## src/rtl/alu_share_arbiter.sv

```systemverilog
// Two-requester arbiter in front of one shared add / shift-add multiply unit.
// Define ARB_ROUND_ROBIN_EN for round-robin arbitration; otherwise requester 0 has fixed priority.
module alu_share_arbiter #(
  parameter int WIDTH = 8
) (
  input  logic               clk,
  input  logic               rst,
  input  logic [1:0]         req_valid,
  output logic [1:0]         req_ready,
  input  logic [1:0]         req_op,
  input  logic [2*WIDTH-1:0] req_a,
  input  logic [2*WIDTH-1:0] req_b,
  output logic               rsp_valid,
  output logic               rsp_id,
  output logic [2*WIDTH-1:0] rsp_data,
  output logic               busy,
  output logic [1:0]         dbg_state
);

  // Handshake: a request transfers on the rising edge where req_valid[i] and
  // req_ready[i] are both high; req_ready is only offered in IDLE and never
  // while rst is high. Responses are single-cycle pulses without backpressure.

  localparam int CW = (WIDTH > 1) ? $clog2(WIDTH) : 1;

  typedef enum logic [1:0] {
    IDLE = 2'd0,
    EXEC = 2'd1,
    RESP = 2'd2
  } state_t;

  state_t             state_q;
  logic               op_q;
  logic               id_q;
  logic [2*WIDTH-1:0] mcand_q;
  logic [WIDTH-1:0]   mplier_q;
  logic [2*WIDTH-1:0] acc_q;
  logic [CW-1:0]      cnt_q;

  logic [1:0]         grant;
  logic               accept;
  logic               gid;
  logic [WIDTH-1:0]   a_sel;
  logic [WIDTH-1:0]   b_sel;
  logic [WIDTH:0]     sum;
  logic [2*WIDTH-1:0] acc_next;

`ifdef ARB_ROUND_ROBIN_EN
  logic last_q;

  // On contention, grant whichever requester was not granted last.
  always_comb begin
    grant = 2'b00;
    if (req_valid == 2'b11)
      grant = last_q ? 2'b01 : 2'b10;
    else if (req_valid[0])
      grant = 2'b01;
    else if (req_valid[1])
      grant = 2'b10;
  end

  always_ff @(posedge clk) begin
    if (rst)
      last_q <= 1'b1;
    else if (accept)
      last_q <= gid;
  end
`else
  always_comb begin
    grant = 2'b00;
    if (req_valid[0])
      grant = 2'b01;
    else if (req_valid[1])
      grant = 2'b10;
  end
`endif

  assign req_ready = (state_q == IDLE && !rst) ? grant : 2'b00;
  assign accept    = |(req_valid & req_ready);
  assign gid       = req_ready[1];
  assign a_sel     = gid ? req_a[2*WIDTH-1:WIDTH] : req_a[WIDTH-1:0];
  assign b_sel     = gid ? req_b[2*WIDTH-1:WIDTH] : req_b[WIDTH-1:0];

  // Add reuses the operand registers: a sits in the low half of mcand_q.
  assign sum      = {1'b0, mcand_q[WIDTH-1:0]} + {1'b0, mplier_q};
  assign acc_next = acc_q + (mplier_q[0] ? mcand_q : '0);
  assign dbg_state = state_q;

  always_ff @(posedge clk) begin
    if (rst) begin
      state_q   <= IDLE;
      rsp_valid <= 1'b0;
      rsp_id    <= 1'b0;
      rsp_data  <= '0;
      busy      <= 1'b0;
      cnt_q     <= '0;
      op_q      <= 1'b0;
      id_q      <= 1'b0;
      mcand_q   <= '0;
      mplier_q  <= '0;
      acc_q     <= '0;
    end else begin
      case (state_q)
        IDLE: begin
          rsp_valid <= 1'b0;
          if (accept) begin
            op_q     <= req_op[gid];
            id_q     <= gid;
            mcand_q  <= {{WIDTH{1'b0}}, a_sel};
            mplier_q <= b_sel;
            acc_q    <= '0;
            cnt_q    <= '0;
            busy     <= 1'b1;
            state_q  <= EXEC;
          end
        end
        EXEC: begin
          if (!op_q) begin
            rsp_data  <= {{(WIDTH-1){1'b0}}, sum};
            rsp_id    <= id_q;
            rsp_valid <= 1'b1;
            state_q   <= RESP;
          end else begin
            // One LSB-first shift-add step per cycle; fixed WIDTH steps.
            acc_q    <= acc_next;
            mcand_q  <= mcand_q << 1;
            mplier_q <= mplier_q >> 1;
            cnt_q    <= cnt_q + CW'(1);
            if (cnt_q == CW'(WIDTH-1)) begin
              rsp_data  <= acc_next;
              rsp_id    <= id_q;
              rsp_valid <= 1'b1;
              state_q   <= RESP;
            end
          end
        end
        RESP: begin
          rsp_valid <= 1'b0;
          busy      <= 1'b0;
          state_q   <= IDLE;
        end
        default: begin
          rsp_valid <= 1'b0;
          busy      <= 1'b0;
          state_q   <= IDLE;
        end
      endcase
    end
  end

endmodule

```

## config.mk

```make
export PLATFORM = sky130hd
export DESIGN_NAME = alu_share_arbiter
export DESIGN_NICKNAME = d
export VERILOG_FILES = /design/src/rtl/alu_share_arbiter.sv
export SDC_FILE = /design/constraint.sdc
export NUM_CORES = 1
export LEC_CHECK = 0
export BUFFER_PORTS_ARGS = -buffer_cell sky130_fd_sc_hd__buf_2
export CAP_MARGIN = 20
export CORE_MARGIN = 1
export CORE_UTILIZATION = 45
export DETAILED_ROUTE_END_ITERATION = 8
export PLACE_DENSITY = 0.68
export SLEW_MARGIN = 20
export SYNTH_ARGS = -nofsm -noshare
export SYNTH_HDL_FRONTEND = slang
export SYNTH_SLANG_ARGS = --single-unit
```

## constraint.sdc

```tcl
create_clock -name clk -period 4 [get_ports clk]
set_input_delay 0.4 -clock clk [delete_from_list [all_inputs] [get_ports clk]]
set_output_delay 0.4 -clock clk [all_outputs]
set_load 0.03 [all_outputs]
```

After elaboration in Yosys (flattened, before gate mapping)
Index checks and enable logic that the tools add are counted.

storage, ports and cells
  bits in registers = 66
  bits of input ports = 38
  output and inout bits = 23
  word-level logic and storage cells = 66

operators by class
  add/sub/neg operators = 3
  order comparisons = 1
  equality and inequality tests = 6
  multiplexer cells = 32
  bitwise gates (word level) = 2
  reduce and logical (&&, ||, !) cells = 11

operator list
  operator                                                                       number
  16-bit two-way mux                                                             7
  16-bit case mux with 2 select lines                                            2
  8-bit two-way mux                                                              4
  16-bit adder                                                                   1
  8-bit case mux with 2 select lines                                             1
  2-bit two-way mux                                                              6
  8-bit by 8-bit adder with 9-bit output                                         1
  2-bit AND reduction                                                            4
  1-bit two-way mux                                                              7
  3-bit two-way mux                                                              2
  3-bit case mux with 2 select lines                                             1
  2-bit inequality test (second input constant)                                  2
  2-bit case mux with 2 select lines                                             1
  2-bit OR reduction                                                             2
  3-bit by 1-bit adder with 3-bit output (second input constant)                 1
  3-bit equality test (second input constant)                                    1
  3-bit inequality test (second input constant)                                  1
  3-bit AND reduction                                                            1
  2-bit bitwise AND                                                              1
  2-bit by 1-bit equality test with 1-bit output (second input constant)         1
  2-bit zero test                                                                1
  1-bit by 2-bit less-than comparator with 1-bit output (second input constant)  1
  2-bit by 1-bit inequality test with 1-bit output (second input constant)       1
  1-bit case mux with 2 select lines                                             1
  other kinds (4)                                                                4

Depth between registers and ports, before layout
Gate-level depths: netlist of the first run.

  depth after elaboration = 7
  gate-level depth with buffers = 10

Worst setup path after synthesis of the first run
OpenSTA, ideal clock, no wires.

  path kind = register to register
  start = reg mplier_q[0]
  end = reg acc_q[14]
  arrival = 2.412 ns
  path slack = 1.472 ns
  stages on the path, launching flop included = 11
  cells stage by stage = dfxtp_1 > ha_1 > ha_1 > fa_1 > a21o_1 > a221oi_2 > nor2_1 > a211oi_1 > o21ai_0 > xnor2_1 > a22o_1

on the way
  cells in the longest elaborated chain, start to end = 4

ends and longest elaborated chain
  element                              RTL line  source
  start: declaration                   36        logic [WIDTH-1:0] mplier_q;
  start signal: assignment             110       mplier_q <= b_sel;
  start signal: assignment             127       mplier_q <= mplier_q >> 1;
  16-bit two-way mux                   86        assign acc_next = acc_q + (mplier_q[0] ? mcand_q : '0);
  16-bit adder                         86
  16-bit two-way mux                   118       if (!op_q) begin
  16-bit case mux with 2 select lines  103       case (state_q)
  end signal: assignment               125       acc_q <= acc_next;
  end: declaration                     37        logic [2*WIDTH-1:0] acc_q;

No other way between the ends. The select of a mux whose other input is x is not followed.
A chain may end at the register's enable or synchronous reset.

Worst setup path after layout of the first run
Same ends and word-level chain as after synthesis.

==> impl_table.tex, run 1 <==
\begin{tabular}{lr}
\hline
Metric & Value \\
\hline
\multicolumn{2}{l}{\textbf{Logic synthesis}} \\
Warnings from Yosys & 0 \\
Post-synthesis async set-or-reset flop share & 0\% \\
Synth top area share & 35.1\% \\
Synth Net Count & 521 \\
EDFF count, synth & 0 \\
Most numerous cell types in the synthesized netlist & 72 x sky130\_fd\_sc\_hd\_\_nor2\_1, 66 x sky130\_fd\_sc\_hd\_\_dfxtp\_1, 41 x sky130\_fd\_sc\_hd\_\_a21oi\_1, 32 x sky130\_fd\_sc\_hd\_\_nand2\_1, 25 x sky130\_fd\_sc\_hd\_\_ha\_1 \\
Average cell area after synthesis & roughly 8.2 sq um \\
Leading cell type by number of instances after synthesis & sky130\_fd\_sc\_hd\_\_nor2\_1 \\
Gate Count Post-Synth & between 400 and 500 \\
Post-synth top flop & sky130\_fd\_sc\_hd\_\_dfxtp\_1 \\
Cell taking the most area after synthesis & sky130\_fd\_sc\_hd\_\_dfxtp\_1 \\
Synth cell types & 47 \\
Post-synth design cell area & 3760 sq um \\
Flip-flop and latch count after synthesis & 66 \\
Sequential-to-total area share from yosys stat & between 30\% and 40\% \\
Leading cell types by total area after synthesis & sky130\_fd\_sc\_hd\_\_dfxtp\_1 35\%, sky130\_fd\_sc\_hd\_\_ha\_1 8.3\%, sky130\_fd\_sc\_hd\_\_nor2\_1 7.2\% \\
\multicolumn{2}{l}{\textbf{Timing}} \\
Count of final max-slew check failures & 0 \\
Clk\_skew & 0.0117 ns \\
Final Hold Violating Endpoints & 0 \\
Slew headroom & 33.8\% \\
Number of failing setup endpoints in the final timing report & 0 \\
Portion of the clock cycle consumed by the worst path in the final layout & approximately three quarters \\
Sum of negative setup slack & 0 ns \\
Transition time at the pin with the least slew margin & 0.990 ns \\
Fin crit period & 2.98 ns \\
Setup repair after global routing missed its margin & false \\
Max frequency & between 300 and 400 MHz \\
\multicolumn{2}{l}{\textbf{Global route}} \\
Pin count of the biggest net entering global routing & 50 \\
Vias in the first global route & 3231 \\
Initial antenna violation count & 0 \\
Total congestion overflow after global routing & 0 \\
Total Routing Usage GR & 21.7\% \\
Global-route wire length before repair & 15.0 mm \\
\multicolumn{2}{l}{\textbf{Power and ir drop}} \\
Pwr dens & 360 nW/um\^{}2 \\
Maximum vdd ir drop & 0.128 mV \\
Lkg Pwr & 1.98 nW \\
\multicolumn{2}{l}{\textbf{Status}} \\
Run status & finished, final reports clean \\
\multicolumn{2}{l}{\textbf{Drt}} \\
Routed WL & 8.70 mm \\
Overall via count from detail\_route & 3369 \\
Routed wirelength normalized by instance count & 14.2 microns \\
Detailed Routing Iterations Pass 1 & 4 \\
Detail-routed via count per cell & between 5 and 6 \\
DRC violation total after the first TritonRoute iteration & 173 \\
Number of DRC violations after detailed routing & 0 \\
Final antenna-violating net count & 0 \\
\multicolumn{2}{l}{\textbf{Layout}} \\
Post-route design area & 4270 sq um \\
Area Overhead vs Synth & 13.6\% \\
Number of diodes & 0 \\
Fraction of final layout cells sized beyond drive strength 1 & approximately 17\% \\
Post-route non-filler standard cell count & 611 \\
Number of nets at the end of the flow & $\sim$570 \\
\multicolumn{2}{l}{\textbf{Die}} \\
Width of the die & about 93 microns \\
Core Footprint & 7890 sq um \\
Number of rows created at floorplan & 32 \\
Chip Height & roughly 93 microns \\
Total Die Area & approximately 8700 sq um \\
Initial core utilization & 47.7\% \\
Count of pins on the block boundary & between 60 and 70 \\
\multicolumn{2}{l}{\textbf{Clocking}} \\
CTS Hold Buffers Added & 0 \\
Master cell of the clock root buffer & sky130\_fd\_sc\_hd\_\_clkbuf\_8 \\
CTS Buf Count & 9 \\
Number of clock sinks seen by CTS & 66 \\
Clock tree from TritonCTS & yes \\
Worst-Skew Late Latency & 0.34 ns \\
Bufs on Longest Clock Path & 2 \\
Clock-pin slew of the registers on the worst-case setup and hold paths & 0.08 ns \\
Post-CTS setup buffers & 0 \\
\# H-tree levels & 3 \\
Count of instances resized after the clock tree is built & 0 \\
\multicolumn{2}{l}{\textbf{Worst setup path}} \\
CP Data Arrival Time & 3.22 ns \\
Gate family responsible for the most delay along the worst path & compound AO/OA/AOI/OAI gates \\
Data required time at the worst endpoint & about 4.2 ns \\
WP buf/inv & 0 \\
Source of the worst register-to-register timing path & mplier\_q[0] \\
Reg2reg setup slack & 1.02 ns \\
Critical Path Fanout Max & 17 \\
Cell with the most instances on the worst path & sky130\_fd\_sc\_hd\_\_ha\_1 \\
Cell Chain, Critical Path & ha\_1 -> ha\_1 -> fa\_1 -> a21o\_1 -> a221oi\_2 -> nor2\_1 -> a211oi\_1 -> o21ai\_0 -> xnor2\_1 -> a22o\_1 \\
Worst flop-to-flop path endpoint & acc\_q[14] \\
Launching element type of the critical path & flop \\
Critical path type & reg -> reg \\
Critical path capture point type & flop \\
FF-to-FF path depth & 10 \\
Slowest cell delay on critical path & between 0.4 and 0.5 ns \\
Slowest cell on crit path & sky130\_fd\_sc\_hd\_\_dfxtp\_1 \\
\multicolumn{2}{l}{\textbf{Min path}} \\
Number of cells on the worst hold path & 2 \\
Kind of path behind the tightest hold check & in -> reg \\
Launch point of the worst hold path & req\_valid[0] \\
Worst-case hold path end point & id\_q \\
\multicolumn{2}{l}{\textbf{Job}} \\
Max cap viols & 0 \\
\multicolumn{2}{l}{\textbf{Place}} \\
Quantity of I/O buffers inserted on ports & 60 \\
Post-place instance area & just over 4000 sq um \\
HPWL after detailed placement & 6.46 mm \\
\# placed instances & 595 \\
Gp weighted congestion & between 0.8 and 0.9 \\
\hline
\end{tabular}
==> worst register-to-register path, cell delays in order, from the launching register on <==
cell and delay, ns:
sky130_fd_sc_hd__dfxtp_1 0.43, sky130_fd_sc_hd__ha_1 0.28, sky130_fd_sc_hd__ha_1 0.22, sky130_fd_sc_hd__fa_1 0.41
sky130_fd_sc_hd__a21o_1 0.20, sky130_fd_sc_hd__a221oi_2 0.41, sky130_fd_sc_hd__nor2_1 0.12, sky130_fd_sc_hd__a211oi_1 0.26
sky130_fd_sc_hd__o21ai_0 0.17, sky130_fd_sc_hd__xnor2_1 0.16, sky130_fd_sc_hd__a22o_1 0.23
==> per-layer routing <==
| layer | vias to the layer above | track usage, % | share of wire, % |
|---|---|---|---|
| met4 | 0 | 7.56 | 1.3 |
| met2 | 77 | 35.0 | 46 |
| met1 | 1561 | 29.1 | 49 |
| met3 | 13 | 3.74 | 4.0 |
| met5 | - | 0 | 0 |
| li1 | 1718 | - | - |
==> sequential cells by signal, summed over array words and instances, names as in the netlist <==
| register | cells |
|---|---|
| acc_q | 16 |
| busy | 1 |
| cnt_q | 3 |
| dbg_state | 2 |
| id_q | 1 |
| mcand_q | 16 |
| mplier_q | 8 |
| op_q | 1 |
| rsp_data | 16 |
| rsp_id | 1 |
| rsp_valid | 1 |
==> area by class of cell <==
cell class              count  area, sq um
repair buffers             64          330
well taps                 102          128
multi-input cells         350         2260
fillers                   744         3620
inverters                  13         48.8
clock inverters             3         40.0
flip-flops and latches     66         1320
clock buffers              13          139
==> placed cells by master, fill, tap and decap left out, types with 2 or more instances in the layout <==
cell type,n
sky130_fd_sc_hd__xor2_1,7
sky130_fd_sc_hd__mux2i_1,17
sky130_fd_sc_hd__o21ai_0,15
sky130_fd_sc_hd__nand3_1,12
sky130_fd_sc_hd__nor2b_1,6
sky130_fd_sc_hd__o21a_1,2
sky130_fd_sc_hd__buf_2,60
sky130_fd_sc_hd__ha_1,25
sky130_fd_sc_hd__a22oi_1,10
sky130_fd_sc_hd__dfxtp_1,66
sky130_fd_sc_hd__nand2_1,32
sky130_fd_sc_hd__xnor2_1,11
sky130_fd_sc_hd__a22o_2,2
sky130_fd_sc_hd__nor3_1,11
sky130_fd_sc_hd__clkbuf_8,9
sky130_fd_sc_hd__nor2_1,72
sky130_fd_sc_hd__fa_1,2
sky130_fd_sc_hd__a211oi_1,24
sky130_fd_sc_hd__o21bai_1,3
sky130_fd_sc_hd__a22o_1,9
sky130_fd_sc_hd__a2111oi_0,2
sky130_fd_sc_hd__clkbuf_1,4
sky130_fd_sc_hd__nand4_1,2
sky130_fd_sc_hd__buf_4,4
sky130_fd_sc_hd__o22ai_1,3
sky130_fd_sc_hd__a21oi_1,41
sky130_fd_sc_hd__and2_1,15
sky130_fd_sc_hd__clkinv_2,2
sky130_fd_sc_hd__a21o_1,5
sky130_fd_sc_hd__nand2b_1,5
sky130_fd_sc_hd__inv_1,13
==> kinds of logic after synthesis <==
kind of cell | after synthesis | synth area share [%]
fa+ha+maj | 27 | 9.38
compound gates | 127 | 22.9
mux | 17 | 4.52
buf+inv | 40 | 4.66
simple gates | 161 | 19.3
xor+xnor | 18 | 4.19
flops | 66 | 35.1
==> worst max-delay path by stage <==
stage | startpoint | to | cells past startpoint
2_1_floorplan | mplier_q[0] | acc_q[14] | 10
3_3_place_gp | mplier_q[0] | acc_q[14] | 10
3_5_place_dp | mplier_q[0] | acc_q[14] | 10
4_1_cts | mplier_q[0] | acc_q[14] | 10
5_1_grt | mplier_q[0] | acc_q[14] | 10
6_report | mplier_q[0] | acc_q[14] | 10
==> report_power, final <==
group / switching, W / leakage (nW) / internal, W / total, W
registers: 0.0000375 / 0.536 / 0.000689 / 0.000727
clock network: 0.000247 / 0.0914 / 0.000287 / 0.000534
logic: 0.000177 / 1.36 / 0.000101 / 0.000278
total: 0.000462 / 1.98 / 0.00108 / 0.00154
==> through the flow <==
stage	hold slack [ns]	total power [W]	util, %	setup slack (ns)
after global placement	0.437	0.00102	51.9	1.10
after global routing	0.316	0.00162	54.2	0.775
after detailed placement	0.441	0.00102	51.9	1.06
final	0.304	0.00154	54.2	1.02
after floorplan	0.427	0.000939	-	1.47
after CTS	0.294	0.00155	54.2	1.06
Note: power is estimated with default switching activity, not from simulation.
==> inputs of run 2 (changes only) <==
--- a/config.mk
+++ b/config.mk
@@ -5,12 +5,13 @@
 export SDC_FILE = /design/constraint.sdc
 export NUM_CORES = 1
 export LEC_CHECK = 0
+export ABC_AREA = 1
 export BUFFER_PORTS_ARGS = -buffer_cell sky130_fd_sc_hd__buf_2
 export CAP_MARGIN = 20
 export CORE_MARGIN = 1
 export CORE_UTILIZATION = 45
 export DETAILED_ROUTE_END_ITERATION = 8
-export PLACE_DENSITY = 0.68
+export PLACE_DENSITY = 0.7
 export SLEW_MARGIN = 20
 export SYNTH_ARGS = -nofsm -noshare
 export SYNTH_HDL_FRONTEND = slang
==> constraint.sdc (replaced) <==
create_clock -name clk -period 2.4 [get_ports clk]
set_input_delay 0.24 -clock clk [delete_from_list [all_inputs] [get_ports clk]]
set_output_delay 0.24 -clock clk [all_outputs]
set_load 0.03 [all_outputs]
==> run 2 against run 1 <==
Hold slack worse by 0.13 ns; core utilization down 0.11 points; power up 93%; clock skew up 0.0074 ns; sequential power up 71%; count of clock-buffer cells in the layout down 4; register-to-register slack worse by 0.74 ns; critical endpoint is now rsp_data[6]; largest cell class unchanged.
==> impl_table.tex, run 2 <==
\begin{tabular}{lr}
\hline
Metric & Value \\
\hline
\multicolumn{2}{l}{\textbf{Logic synthesis}} \\
Average cell area after synthesis & 6.30 sq um (-24\%) \\
Synth cell types & 30 (-36\%) \\
Flip-flop and latch count after synthesis & 66 (unchanged) \\
Cell taking the most area after synthesis & sky130\_fd\_sc\_hd\_\_dfxtp\_1 \\
Post-synth top flop & sky130\_fd\_sc\_hd\_\_dfxtp\_1 \\
Leading cell type by number of instances after synthesis & sky130\_fd\_sc\_hd\_\_nand2\_1 \\
Synth top area share & 31.9\% (-3.3 points) \\
EDFF count, synth & 0 (unchanged) \\
Leading cell types by total area after synthesis & sky130\_fd\_sc\_hd\_\_dfxtp\_1 32\%, sky130\_fd\_sc\_hd\_\_nand2\_1 19\%, sky130\_fd\_sc\_hd\_\_inv\_1 8.1\% \\
Warnings from Yosys & 0 (unchanged) \\
Post-synth design cell area & 4150 sq um (+10\%) \\
Combinational family with the most area after synthesis & simple AND/OR/NAND/NOR gates \\
Sequential-to-total area share from yosys stat & 31.9\% (-3.3 points) \\
Synth Net Count & 723 (+39\%) \\
Synth Area in Compound Gates & 13.4\% (-9.5 points) \\
Gate Count Post-Synth & 658 (+44\%) \\
Most numerous cell types in the synthesized netlist & 205 x sky130\_fd\_sc\_hd\_\_nand2\_1, 90 x sky130\_fd\_sc\_hd\_\_inv\_1, 69 x sky130\_fd\_sc\_hd\_\_nor2\_1, 66 x sky130\_fd\_sc\_hd\_\_dfxtp\_1, 52 x sky130\_fd\_sc\_hd\_\_a21oi\_1 \\
Post-synthesis async set-or-reset flop share & 0\% (unchanged) \\
Adder-cell share of the synthesized area & 8.51\% (-0.87 points) \\
Xor/xnor share of the synthesized area & 1.27\% (-2.9 points) \\
Basic-gate share of the synthesized area counting and, or, nand and nor cells & 33.6\% (+14 points) \\
Mux contribution to synthesized area & 0\% (-4.5 points) \\
\multicolumn{2}{l}{\textbf{Clocking}} \\
Post-CTS setup buffers & 0 (unchanged) \\
Count of instances resized after the clock tree is built & 0 (unchanged) \\
Number of clock sinks seen by CTS & 66 (unchanged) \\
Clock tree from TritonCTS & yes \\
Master cell of the clock root buffer & sky130\_fd\_sc\_hd\_\_clkbuf\_8 \\
Worst-Skew Late Latency & 0.35 ns (about the same) \\
Clock-pin slew of the registers on the worst-case setup and hold paths & 0.08 ns (about the same) \\
CTS Hold Buffers Added & 0 (unchanged) \\
Bufs on Longest Clock Path & 2 (unchanged) \\
CTS Buf Count & 9 (unchanged) \\
\# H-tree levels & 3 (unchanged) \\
\multicolumn{2}{l}{\textbf{Place}} \\
Quantity of I/O buffers inserted on ports & 60 (unchanged) \\
HPWL after detailed placement & 7.92 mm (+23\%) \\
Gp weighted congestion & 0.884 (+2.5\%) \\
\multicolumn{2}{l}{\textbf{Layout}} \\
Commonest non-fill, non-tap cell in the layout & sky130\_fd\_sc\_hd\_\_nand2\_1 \\
Number of nets at the end of the flow & 779 (+37\%) \\
Number of diodes & 0 (unchanged) \\
Area Overhead vs Synth & 14.8\% \\
Most used cells in the layout excluding fill and tap cells & 205 x sky130\_fd\_sc\_hd\_\_nand2\_1, 90 x sky130\_fd\_sc\_hd\_\_inv\_1, 69 x sky130\_fd\_sc\_hd\_\_nor2\_1, 66 x sky130\_fd\_sc\_hd\_\_dfxtp\_1, 60 x sky130\_fd\_sc\_hd\_\_buf\_2 \\
Finished Core Util & 54.0\% (-0.11 points) \\
Total of fill cells in the finished design & 908 (+22\%) \\
Top flop regs & acc\_q (16), mcand\_q (16), rsp\_data (16) \\
Fraction of final layout cells sized beyond drive strength 1 & 13.9\% (-2.8 points) \\
\multicolumn{2}{l}{\textbf{Global route}} \\
Vias in the first global route & 4083 (+26\%) \\
Pin count of the biggest net entering global routing & 53 (+6.0\%) \\
Initial antenna violation count & 0 (unchanged) \\
Total congestion overflow after global routing & 0 (unchanged) \\
Total Routing Usage GR & 23.6\% (+1.9 points) \\
Global-route wire length before repair & 18.2 mm (+22\%) \\
\multicolumn{2}{l}{\textbf{Drt}} \\
DRC violation total after the first TritonRoute iteration & 199 (+15\%) \\
Detail-routed via count per cell & 5.05 (-8.4\%) \\
Routed wirelength normalized by instance count & 12.8 microns (-9.8\%) \\
Final antenna-violating net count & 0 (unchanged) \\
Routed WL & 10.6 mm (+22\%) \\
Number of DRC violations after detailed routing & 0 (unchanged) \\
Overall via count from detail\_route & 4178 (+24\%) \\
Detailed Routing Iterations Pass 1 & 5 (+1) \\
\multicolumn{2}{l}{\textbf{Min path}} \\
Kind of path behind the tightest hold check & in -> reg \\
\multicolumn{2}{l}{\textbf{Worst setup path}} \\
Cell Chain, Critical Path & ha\_1 -> ha\_1 -> fa\_1 -> nand2\_1 -> nand3\_1 -> or2\_2 -> nand3\_1 -> nand3\_1 -> nand2\_1 -> inv\_1 \\
Slowest cell on crit path & sky130\_fd\_sc\_hd\_\_fa\_1 \\
Critical path type & reg -> reg \\
Slowest cell delay on critical path & 0.44 ns (about the same) \\
CP Data Arrival Time & 2.36 ns (-0.86 ns) \\
Critical path capture point type & flop \\
Critical Path Fanout Max & 4 (-13) \\
Data required time at the worst endpoint & 2.64 ns (-1.60 ns) \\
Cell with the most instances on the worst path & sky130\_fd\_sc\_hd\_\_nand3\_1 \\
Launching element type of the critical path & flop \\
\multicolumn{2}{l}{\textbf{Power and ir drop}} \\
Maximum vdd ir drop & 0.400 mV (+210\%) \\
Final Total Pwr & 0.00298 W (+93\%) \\
Pwr dens & 625 nW/um\^{}2 (+74\%) \\
Lkg Pwr & 2.59 nW (+30\%) \\
\multicolumn{2}{l}{\textbf{Die}} \\
Core Footprint & 8810 sq um (+12\%) \\
Total Die Area & 9600 sq um (+10\%) \\
Number of rows created at floorplan & 34 (+6.3\%) \\
Count of pins on the block boundary & 61 (unchanged) \\
Initial core utilization & 47.1\% (-0.60 points) \\
Width of the die & 98.0 microns (+4.9\%) \\
Chip Height & 98.0 microns (+4.9\%) \\
\multicolumn{2}{l}{\textbf{Job}} \\
Max cap viols & 0 (unchanged) \\
\multicolumn{2}{l}{\textbf{Timing}} \\
Count of final max-slew check failures & 0 (unchanged) \\
Transition time at the pin with the least slew margin & 0.585 ns (-0.406 ns) \\
Clk\_skew & 0.0191 ns (+0.00736 ns) \\
Number of failing setup endpoints in the final timing report & 0 (unchanged) \\
Fin crit period & 2.12 ns (-0.863 ns) \\
Max frequency & 472 MHz (+41\%) \\
Setup repair after global routing missed its margin & false \\
Portion of the clock cycle consumed by the worst path in the final layout & 88.2\% (+14 points) \\
Slew headroom & 61.0\% (+27 points) \\
Sum of negative setup slack & 0 ns (unchanged) \\
Final Hold Violating Endpoints & 0 (unchanged) \\
\multicolumn{2}{l}{\textbf{Status}} \\
Run status & finished, final reports clean \\
\hline
\end{tabular}
## run 2: changes by cell type in the layout (fill, tap and decap cells not counted), moves of 16 or more
cell                       before  now
sky130_fd_sc_hd__a211oi_1      24    1
sky130_fd_sc_hd__a31oi_1        1   17
sky130_fd_sc_hd__inv_1         13   90
sky130_fd_sc_hd__mux2i_1       17    0
sky130_fd_sc_hd__nand2_1       32  205
sky130_fd_sc_hd__nand3_1       12   46
## run 2: kinds of logic after synthesis
family,Yosys count
AND/OR/NAND/NOR,337
buffers and inverters,119
AO/OA/AOI/OAI,103
flip-flops,66
adder cells (fa/ha/maj),27
XOR/XNOR,6
## run 2: layer usage
layer	global-route usage, %	routed length, microns	share of wire, %	vias to the layer above
li1	-	-	-	2198
met1	29.0	4900	46	1860
met2	40.9	5030	47	103
met3	4.51	522	4.9	17
met4	8.51	172	1.6	0
met5	0	0	0	-
## run 2: final timing paths
kind / startpoint / to / slack (ns) / cells after the start
max: mcand_q[0] / rsp_data[6] / 0.28 / 10
min: rst / busy / 0.18 / 4
max reg2reg: mcand_q[0] / rsp_data[6] / 0.28 / 10
min reg2reg: busy / busy / 0.46 / 2
## run 2: final cells by class
type                            instances  area (sq um)  share of cell area [%]
Inverter                               94           353                    7.41
Multi-Input combinational cell        473          2350                    49.4
Clock inverter                          7           100                    2.10
Timing Repair Buffer                   70           375                    7.89
Clock buffer                            9           124                    2.60
Sequential cell                        66          1320                    27.8
Tap cell                              108           135                    2.84
## run 2: worst max-delay path, delay by kind of cell, from the launching register on
family | cells | cell delay (ns)
adders and majority gates | 3 | 0.90
and+or+nand+nor | 6 | 0.74
DFF | 1 | 0.33
buffers and inverters | 1 | 0.04
## run 2: where the power goes
group / switching [W] / internal (W)
Clock: 0.000476 / 0.000596
Combinational: 0.000438 / 0.000231
Sequential: 0.0000675 / 0.00117
Total: 0.000982 / 0.00200
## run 2: metrics by stage
step | cells | cell area [sq um] | worst slack, ns | hold WS [ns]
2_1_floorplan | 658 | 4150 | 0.319 | 0.430
3_3_place_gp | 811 | 4540 | 0.361 | 0.441
3_5_place_dp | 811 | 4540 | 0.301 | 0.440
4_1_cts | 827 | 4760 | 0.297 | 0.166
5_1_grt | 827 | 4760 | 0.131 | 0.180
6_report | 827 | 4760 | 0.283 | 0.177
==> inputs of run 3 (changes only) <==
--- a/config.mk
+++ b/config.mk
@@ -5,7 +5,6 @@
 export SDC_FILE = /design/constraint.sdc
 export NUM_CORES = 1
 export LEC_CHECK = 0
-export ABC_AREA = 1
 export BUFFER_PORTS_ARGS = -buffer_cell sky130_fd_sc_hd__buf_2
 export CAP_MARGIN = 20
 export CORE_MARGIN = 1
==> run 3 against run 2 <==
The flow now finishes with violations (setup timing); count of clock-buffer cells in the layout rose by 4; combinational power shrank 22%; clock power fell by 24%; largest cell class unchanged; critical path depth up 1; largest power group unchanged; critical endpoint is now acc_q[10].
==> impl_table.tex, run 3 (same netlist as run 1, synthesis figures left out) <==
\begin{tabular}{lr}
\hline
Metric & Value \\
\hline
\multicolumn{2}{l}{\textbf{Drt}} \\
Final antenna-violating net count & 0 (unchanged) \\
Detail-routed via count per cell & 5.43 (+7.5\%) \\
Overall via count from detail\_route & 3503 (-16\%) \\
DRC violation total after the first TritonRoute iteration & 186 (-6.5\%) \\
Detailed Routing Iterations Pass 1 & 4 (-1) \\
Number of DRC violations after detailed routing & 0 (unchanged) \\
Routed wirelength normalized by instance count & 14.1 microns (+9.6\%) \\
Routed WL & 9.08 mm (-15\%) \\
\multicolumn{2}{l}{\textbf{Worst setup path}} \\
Critical Path Fanout Max & 2 (-2) \\
Data required time at the worst endpoint & 2.63 ns (about the same) \\
FF-to-FF path depth & 11 (+1) \\
CP Data Arrival Time & 2.72 ns (+0.36 ns) \\
Slowest cell delay on critical path & 0.34 ns (-0.10 ns) \\
Slowest cell on crit path & sky130\_fd\_sc\_hd\_\_dfxtp\_2 \\
Source of the worst register-to-register timing path & mplier\_q[0] \\
Reg2reg setup slack & -0.09 ns (-0.38 ns) \\
Launching element type of the critical path & flop \\
Launching element of the worst setup path & mplier\_q[0] \\
Cell Chain, Critical Path & ha\_4 -> ha\_4 -> fa\_2 -> a21o\_1 -> a221oi\_2 -> buf\_4 -> o21bai\_1 -> a21oi\_2 -> a211oi\_2 -> a211oi\_2 -> o21ai\_1 \\
Worst flop-to-flop path endpoint & acc\_q[10] \\
Capture point of the worst path & acc\_q[10] \\
Critical path type & reg -> reg \\
Critical path capture point type & flop \\
\multicolumn{2}{l}{\textbf{Place}} \\
\# placed instances & 620 (-24\%) \\
Post-place instance area & 4290 sq um (-5.4\%) \\
HPWL after detailed placement & 6.47 mm (-18\%) \\
Worst slack at placement & -0.136 ns (-0.436 ns) \\
Gp weighted congestion & 0.862 (-2.5\%) \\
Quantity of I/O buffers inserted on ports & 60 (unchanged) \\
\multicolumn{2}{l}{\textbf{Clocking}} \\
Clock tree from TritonCTS & yes \\
Bufs on Longest Clock Path & 2 (unchanged) \\
Number of clock sinks seen by CTS & 66 (unchanged) \\
\# H-tree levels & 3 (unchanged) \\
CTS Buf Count & 9 (unchanged) \\
Master cell of the clock root buffer & sky130\_fd\_sc\_hd\_\_clkbuf\_8 \\
Clock-pin slew of the registers on the worst-case setup and hold paths & 0.07 ns (about the same) \\
Worst-Skew Late Latency & 0.34 ns (about the same) \\
\multicolumn{2}{l}{\textbf{Global route}} \\
Pin count of the biggest net entering global routing & 53 (unchanged) \\
Initial antenna violation count & 0 (unchanged) \\
Vias in the first global route & 3198 (-22\%) \\
Total congestion overflow after global routing & 0 (unchanged) \\
Total Routing Usage GR & 22.0\% (-1.6 points) \\
Global-route wire length before repair & 15.1 mm (-17\%) \\
\multicolumn{2}{l}{\textbf{Status}} \\
Failing checks & setup timing \\
Run status & complete, but fails checks \\
\multicolumn{2}{l}{\textbf{Timing}} \\
Count of final max-slew check failures & 0 (unchanged) \\
Setup slack of the critical path after layout & -0.0943 ns (-0.378 ns) \\
Setup repair after global routing missed its margin & true \\
Fin crit period & 2.49 ns (+0.378 ns) \\
Number of failing setup endpoints in the final timing report & 9 (+9) \\
Max frequency & 401 MHz (-15\%) \\
Portion of the clock cycle consumed by the worst path in the final layout & 104\% (+16 points) \\
Final Hold Violating Endpoints & 0 (unchanged) \\
Transition time at the pin with the least slew margin & 0.681 ns (+0.0969 ns) \\
Clk\_skew & 0.0110 ns (-0.00811 ns) \\
Slew headroom & 54.5\% (-6.6 points) \\
\multicolumn{2}{l}{\textbf{Layout}} \\
Finished Core Util & 58.9\% (+4.8 points) \\
Total of fill cells in the finished design & 667 (-27\%) \\
Most used cells in the layout excluding fill and tap cells & 71 x sky130\_fd\_sc\_hd\_\_nor2\_1, 64 x sky130\_fd\_sc\_hd\_\_dfxtp\_1, 60 x sky130\_fd\_sc\_hd\_\_buf\_2, 38 x sky130\_fd\_sc\_hd\_\_a21oi\_1, 38 x sky130\_fd\_sc\_hd\_\_buf\_4 \\
Commonest non-fill, non-tap cell in the layout & sky130\_fd\_sc\_hd\_\_nor2\_1 \\
Number of diodes & 0 (unchanged) \\
Number of nets at the end of the flow & 603 (-23\%) \\
Post-route non-filler standard cell count & 645 (-22\%) \\
Area Overhead vs Synth & 23.4\% \\
Top flop regs & acc\_q (16), mcand\_q (16), rsp\_data (16) \\
Fraction of final layout cells sized beyond drive strength 1 & 26.0\% (+12 points) \\
Post-route design area & 4640 sq um (-2.5\%) \\
\multicolumn{2}{l}{\textbf{Die}} \\
Chip Height & 93.4 microns (-4.7\%) \\
Number of rows created at floorplan & 32 (-5.9\%) \\
Count of pins on the block boundary & 61 (unchanged) \\
Initial core utilization & 47.7\% (+0.60 points) \\
Width of the die & 93.4 microns (-4.7\%) \\
Core Footprint & 7890 sq um (-10\%) \\
Total Die Area & 8730 sq um (-9.1\%) \\
\multicolumn{2}{l}{\textbf{Job}} \\
Max cap viols & 0 (unchanged) \\
\multicolumn{2}{l}{\textbf{Power and ir drop}} \\
Lkg Pwr & 2.16 nW (-16\%) \\
Maximum vdd ir drop & 0.231 mV (-42\%) \\
Final Total Pwr & 0.00253 W (-15\%) \\
Pwr dens & 544 nW/um\^{}2 (-13\%) \\
\multicolumn{2}{l}{\textbf{Min path}} \\
Kind of path behind the tightest hold check & in -> reg \\
\hline
\end{tabular}
## run 3: cell type report
class,instances,area (sq um),share of cell area (%)
Inverter,13,48.8,1.05
Sequential cell,66,1320,28.5
Tap cell,102,128,2.75
Multi-Input combinational cell,350,2390,51.5
Clock inverter,3,15.0,0.323
Clock buffer,13,149,3.21
Timing Repair Buffer,98,586,12.6
## run 3: worst max-delay path, delay by kind of cell (launching register included)
kind            cells  cell delay (ns)
compound gates      7             1.23
buf+inv             1             0.17
fa+ha+maj           3             0.65
flops               1             0.34
## run 3: power by group
group	switching [W]	internal [W]	total [W]	leakage [nW]
Sequential	0.0000455	0.00115	0.00120	0.537
Combinational	0.000325	0.000195	0.000520	1.54
Clock	0.000412	0.000399	0.000812	0.0872
Total	0.000783	0.00174	0.00253	2.16
## run 3: per-layer routing
metal,up-vias,track usage (%),part of all wire [%]
met5,-,0,0
met2,111,33.6,46
met4,0,8.97,1.6
met1,1590,30.6,48
li1,1787,-,-
met3,15,3.58,4.7
## run 3: worst min-delay path by stage
stage            startpoint           to  slack, ns  depth (start not counted)
2_1_floorplan  req_valid[0]         id_q       0.34                          1
3_3_place_gp    rsp_data[9]  rsp_data[9]       0.43                          2
3_5_place_dp    rsp_data[9]  rsp_data[9]       0.44                          2
4_1_cts        req_valid[0]         id_q       0.13                          2
5_1_grt        req_valid[0]         id_q       0.16                          2
6_report       req_valid[0]         id_q       0.15                          2
## run 3: repair_timing
| item | CTS | global route |
|---|---|---|
| gates cloned | 0 | 0 |
| pin swaps | 13 | 13 |
| hold buffers | 0 | 0 |
| gates resized for setup | 12 | 11 |
| setup endpoints to repair | 11 | 17 |
| setup buffers | 5 | 4 |
## run 3: metrics by stage
stage	hold slack (ns)	setup TNS, ns
finish	0.150	-0.467
global route	0.160	-2.03
CTS	0.133	-0.465
detailed placement	0.444	-0.535
global placement	0.430	-0.302
floorplan	0.337	0
